--- src/rtl/dc_lum_diff_encoder.sv ---
// JPEG DC luminance difference encoder: predictor, category/extra bits, LUT sequencing, symbol packing.
// Optional DC_BITCNT_EN adds a running bit_count of emitted symbol lengths, cleared at scan start.
module dc_lum_diff_encoder #(
  parameter int COEFF_W = 12
) (
  input  logic                      clk,
  input  logic                      rst_n,
  input  logic                      dc_valid,
  output logic                      dc_ready,
  input  logic signed [COEFF_W-1:0] dc_coeff,
  input  logic                      scan_start,
  output logic [3:0]                huff_extra_bits,
  input  logic [15:0]               huff_code,
  input  logic [4:0]                huff_length,
  output logic                      out_valid,
  input  logic                      out_ready,
  output logic [19:0]               out_bits,
  output logic [4:0]                out_len
`ifdef DC_BITCNT_EN
  ,
  output logic [31:0]               bit_count
`endif
);

  // state  | meaning
  // IDLE   | waiting for a DC coefficient, dc_ready high
  // LOOKUP | category on huff_extra_bits, LUT result sampled into output regs
  // OUT    | symbol presented, waiting for out_ready
  localparam logic [1:0] IDLE   = 2'd0;
  localparam logic [1:0] LOOKUP = 2'd1;
  localparam logic [1:0] OUT    = 2'd2;

  localparam logic signed [COEFF_W:0] DIFF_MAX = $signed({2'b00, {(COEFF_W-1){1'b1}}});
  localparam logic signed [COEFF_W:0] DIFF_MIN = -DIFF_MAX;
  localparam logic signed [COEFF_W:0] ONE      = $signed({{COEFF_W{1'b0}}, 1'b1});

  logic [1:0]                state;
  logic signed [COEFF_W-1:0] predictor;
  logic [COEFF_W:0]          extra_q;

  logic signed [COEFF_W-1:0] pred_sel;
  logic signed [COEFF_W:0]   diff_full;
  logic signed [COEFF_W:0]   diff_clamp;
  logic [COEFF_W:0]          mag;
  logic [COEFF_W:0]          ext_src;
  logic [COEFF_W:0]          mask;
  logic [3:0]                cat_next;
  logic [COEFF_W:0]          extra_next;
  logic [19:0]               code_shift;
  logic                      accept;

  assign accept = dc_valid && dc_ready;

  always_comb begin
    pred_sel   = scan_start ? '0 : predictor;
    diff_full  = {dc_coeff[COEFF_W-1], dc_coeff} - {pred_sel[COEFF_W-1], pred_sel};
    if (diff_full > DIFF_MAX)
      diff_clamp = DIFF_MAX;
    else if (diff_full < DIFF_MIN)
      diff_clamp = DIFF_MIN;
    else
      diff_clamp = diff_full;
    mag      = diff_clamp[COEFF_W] ? -diff_clamp : diff_clamp;
    cat_next = 4'd0;
    for (int i = 0; i <= COEFF_W; i++)
      if (mag[i]) cat_next = 4'(i + 1);
    // negative differences carry the ones' complement of the magnitude
    ext_src    = diff_clamp[COEFF_W] ? diff_clamp - ONE : diff_clamp;
    mask       = ({{COEFF_W{1'b0}}, 1'b1} << cat_next) - {{COEFF_W{1'b0}}, 1'b1};
    extra_next = ext_src & mask;
    code_shift = {4'b0000, huff_code} << huff_extra_bits;
  end

  always_ff @(posedge clk or negedge rst_n) begin
    if (!rst_n) begin
      state           <= IDLE;
      predictor       <= '0;
      extra_q         <= '0;
      dc_ready        <= 1'b1;
      huff_extra_bits <= 4'd0;
      out_valid       <= 1'b0;
      out_bits        <= 20'd0;
      out_len         <= 5'd0;
    end else begin
      case (state)
        IDLE: begin
          if (accept) begin
            state           <= LOOKUP;
            dc_ready        <= 1'b0;
            predictor       <= dc_coeff;
            huff_extra_bits <= cat_next;
            extra_q         <= extra_next;
          end
        end
        LOOKUP: begin
          out_bits  <= code_shift | {{(19-COEFF_W){1'b0}}, extra_q};
          out_len   <= huff_length + {1'b0, huff_extra_bits};
          out_valid <= 1'b1;
          state     <= OUT;
        end
        OUT: begin
          if (out_ready) begin
            out_valid <= 1'b0;
            dc_ready  <= 1'b1;
            state     <= IDLE;
          end
        end
        default: begin
          state     <= IDLE;
          dc_ready  <= 1'b1;
          out_valid <= 1'b0;
        end
      endcase
    end
  end

`ifdef DC_BITCNT_EN
  always_ff @(posedge clk or negedge rst_n) begin
    if (!rst_n)
      bit_count <= 32'd0;
    else if (accept && scan_start)
      bit_count <= 32'd0;
    else if (out_valid && out_ready)
      bit_count <= bit_count + {27'd0, out_len};
  end
`endif

endmodule
--- config.mk ---
export PLATFORM = sky130hd
export DESIGN_NAME = dc_lum_diff_encoder
export DESIGN_NICKNAME = d
export VERILOG_FILES = /design/src/rtl/dc_lum_diff_encoder.sv
export SDC_FILE = /design/constraint.sdc
export NUM_CORES = 1
export LEC_CHECK = 0
export CAP_MARGIN = 20
export CELL_PAD_IN_SITES_DETAIL_PLACEMENT = 0
export CELL_PAD_IN_SITES_GLOBAL_PLACEMENT = 1
export CORE_MARGIN = 3
export CORE_UTILIZATION = 42
export CTS_CLUSTER_DIAMETER = 150
export DETAILED_ROUTE_END_ITERATION = 7
export GPL_TIMING_DRIVEN = 0
export PLACE_DENSITY_LB_ADDON = 0.1
export SLEW_MARGIN = 20
export SYNTH_ARGS = -nofsm -noshare
export SYNTH_HDL_FRONTEND = slang
export SYNTH_SLANG_ARGS = --single-unit
--- constraint.sdc ---
create_clock -name clk -period 6.1 [get_ports clk]
set_input_delay 1.22 -clock clk [delete_from_list [all_inputs] [get_ports clk]]
set_output_delay 1.22 -clock clk [all_outputs]
set_load 0.01 [all_outputs]
==> metrics.txt <==
outcome complete, no violations; CTS tree yes; total power 0.00359 W; post-synthesis area per instance 8.27 um^2; Skew-Pair Late Insertion Delay 340 ps; final worst-path cycle share 98.6%; pin count of the biggest net entering global routing 37; Netlist cell types 89; worst r2r path cells 25; synth cell count leaders nand2_1, dfrtp_1, o21ai_0; Layout Nets 773; die area 13000 um^2; CP Capture Point extra_q[8]; overall routing resource usage 25.0%; Seq. cell area 1450 um^2; Post-Syn Instances 591; final setup margin 86.8 ps; Crit path required time 6320 ps; number of flops mapped to enable cells by yosys 0; crit path launch type input pin; Placer Congestion 0.959; Vias 5054; worst r2r src predictor[8]; post-synthesis mux area share 7.20%; IO buf count 68; crit path from dc_coeff[0]; clk sink count 58; DR vias/cell 5.88; area of the multi-input gates 3670 um^2; drt wl/cell 18.6 um; Peak VDD IR 287 uV; post-detail-place hpwl 11.6 mm; slowest library cell on the worst path clkdlybuf4s50_1; top-count cell post-synth nand2_1; Post-Syn Area 4890 um^2; worst-margin pin slew 879 ps; area share of the largest cell type after synthesis 29.2%; global route overflow 0; Worst Clk Skew 7.59 ps; cell count after placement 800; r2r setup slk 930 ps; leak pwr 2.91 nW; CP Capture Type flip-flop; Fillers 970; antenna-violating nets left 0; reg2reg end extra_q[10]; Ys Warns 0; number of diodes 0; Initial Util 44.1%; Synth Net Count 650; largest family of logic cells by synthesized area compound AO/OA/AOI/OAI gates; Die H 114 um; Root Driver clkbuf_16; H-Tree Depth 3; layout cells sized above 1 23.5%; Layout area overhead 41.8%; CTS Hold Bufs 0; drt drc 0; max-capacitance violation count 0; drt first pass iters 5; total power per unit cell area 518 nW/um^2; Worst Path Class, Setup in -> reg; Clock transition at path regs 60 ps; CP arrival 6230 ps; Final setup violation count 0; dpl ws -1260 ps; num ports 69; Synth Area in Compound Gates 27.0%; Detailed Route Iter0 Violations 323; Core Region 11100 um^2; design area 6930 um^2; hold violation count in the final report 0; ys flop type dfrtp_1; DIE WIDTH 114 um; global-route wire length before repair 25.8 mm; final wirelength 15.9 mm; clock tree buffer depth 2; simple-gate portion of the synthesized area 22.4%; fmax 166 MHz; Hold Path Class reg -> reg; normalized max-slew margin 40.8%; cts bufs inserted 9; synthesized flop and latch total 58; XOR/XNOR share of the synthesized area 3.89%; adder-cell area share of the yosys netlist 5.69%; fin crit period 6010 ps; main area contributors after synthesis dfrtp_1, nand2_1, o21ai_0; CP Max Fanout 4; number of global-route vias before repair 5092; FP Rows 38; Top cell by count, worst path buf_4; Max stage delay on crit path 410 ps; Synth area leader dfrtp_1; ys async rst share 100%; register area share after synthesis 29.7%; antenna violations before repair 0; hold_ws 475 ps; Area after DPL 5860 um^2; Max Slew Vio Count 0; fin cells 859
-- routing by layer --
metal  up-vias  routed length (um)  track usage, %
met4         0                 589            11.2
met1      2415                6690            30.1
li1       2406                   -               -
met2       185                7800            43.4
met5         -                   0               0
met3        48                 857            4.67
-- sequential cells by signal, summed over array words and instances, names as in the netlist --
| signal | flops |
|---|---|
| out_valid | 1 |
| out_bits | 20 |
| state | 2 |
| out_len | 5 |
| dc_ready | 1 |
| predictor | 12 |
| extra_q | 13 |
| huff_extra_bits | 4 |
-- placed cells by master (no fill, tap or decap), types with 5 or more instances in the layout --
cell / instances
nand2_1: 98
clkdlybuf4s50_1: 64
dfrtp_1: 57
o21ai_0: 51
buf_4: 49
nor2_1: 35
a21oi_1: 33
mux2i_1: 19
clkbuf_1: 17
nand3_1: 14
nand2b_1: 14
inv_1: 12
a211oi_1: 10
a21o_1: 9
nor3_1: 9
ha_1: 9
clkbuf_16: 9
o21a_1: 7
o21ai_1: 7
mux2_2: 7
ha_4: 7
xor2_1: 6
a21oi_4: 5
or3_4: 5
xnor2_1: 5
-- stage by stage --
step / util, % / setup TNS (ps)
2_1_floorplan: - / 0
3_3_place_gp: 52.8 / -9620
3_5_place_dp: 52.9 / -9810
4_1_cts: 60.1 / 0
5_1_grt: 62.5 / -54.0
6_report: 62.5 / 0
-- critical path, delay by kind of cell --
kind	cells	cell delay, ps
and+or+nand+nor	4	340
adders and majority gates	3	710
buffers and inverters	24	3100
AOI/OAI and AO/OA	3	460
xor gates and xnor gates	2	370
-- kinds of logic (layout without fill, tap and decap cells) --
kind of cell | count (synthesis) | after routing
mux | 30 | 30
simple gates | 226 | 226
compound gates | 190 | 190
xor+xnor | 17 | 17
buf+inv | 49 | 177
flops | 58 | 58
fa+ha+maj | 21 | 21
-- power breakdown --
| group | switching (W) | internal, W | total [W] |
|---|---|---|---|
| clock network | 0.000197 | 0.000402 | 0.000599 |
| registers | 0.000117 | 0.000558 | 0.000675 |
| logic | 0.00130 | 0.00102 | 0.00232 |
| total | 0.00161 | 0.00198 | 0.00359 |
-- how the worst min path moves through the flow --
stage	slack [ps]	depth (start not counted)	from	to
finish	470	2	predictor[11]	predictor[11]
global route	490	2	out_len[3]	out_len[3]
CTS	480	2	predictor[11]	predictor[11]
detailed placement	460	2	predictor[11]	predictor[11]
global placement	460	2	predictor[0]	predictor[0]
floorplan	440	2	extra_q[1]	extra_q[1]
-- area by class of cell --
class,count,share of cell area [%]
Buffer,28,2.29
Clock buffer,9,3.25
Clock inverter,7,1.81
Inverter,16,0.867
Multi-Input combinational cell,484,53.0
Sequential cell,58,21.0
Tap cell,140,2.53
Timing Repair Buffer,117,15.3
-- timing repair --
action / CTS / global route
endpoints found under the hold margin: 0 / 0
pin swaps: 28 / 24
buffers inserted: 40 / 8
resized for setup: 40 / 50
setup endpoints to repair: 9 / 7
No activity file was read; power rests on OpenSTA's default activity.
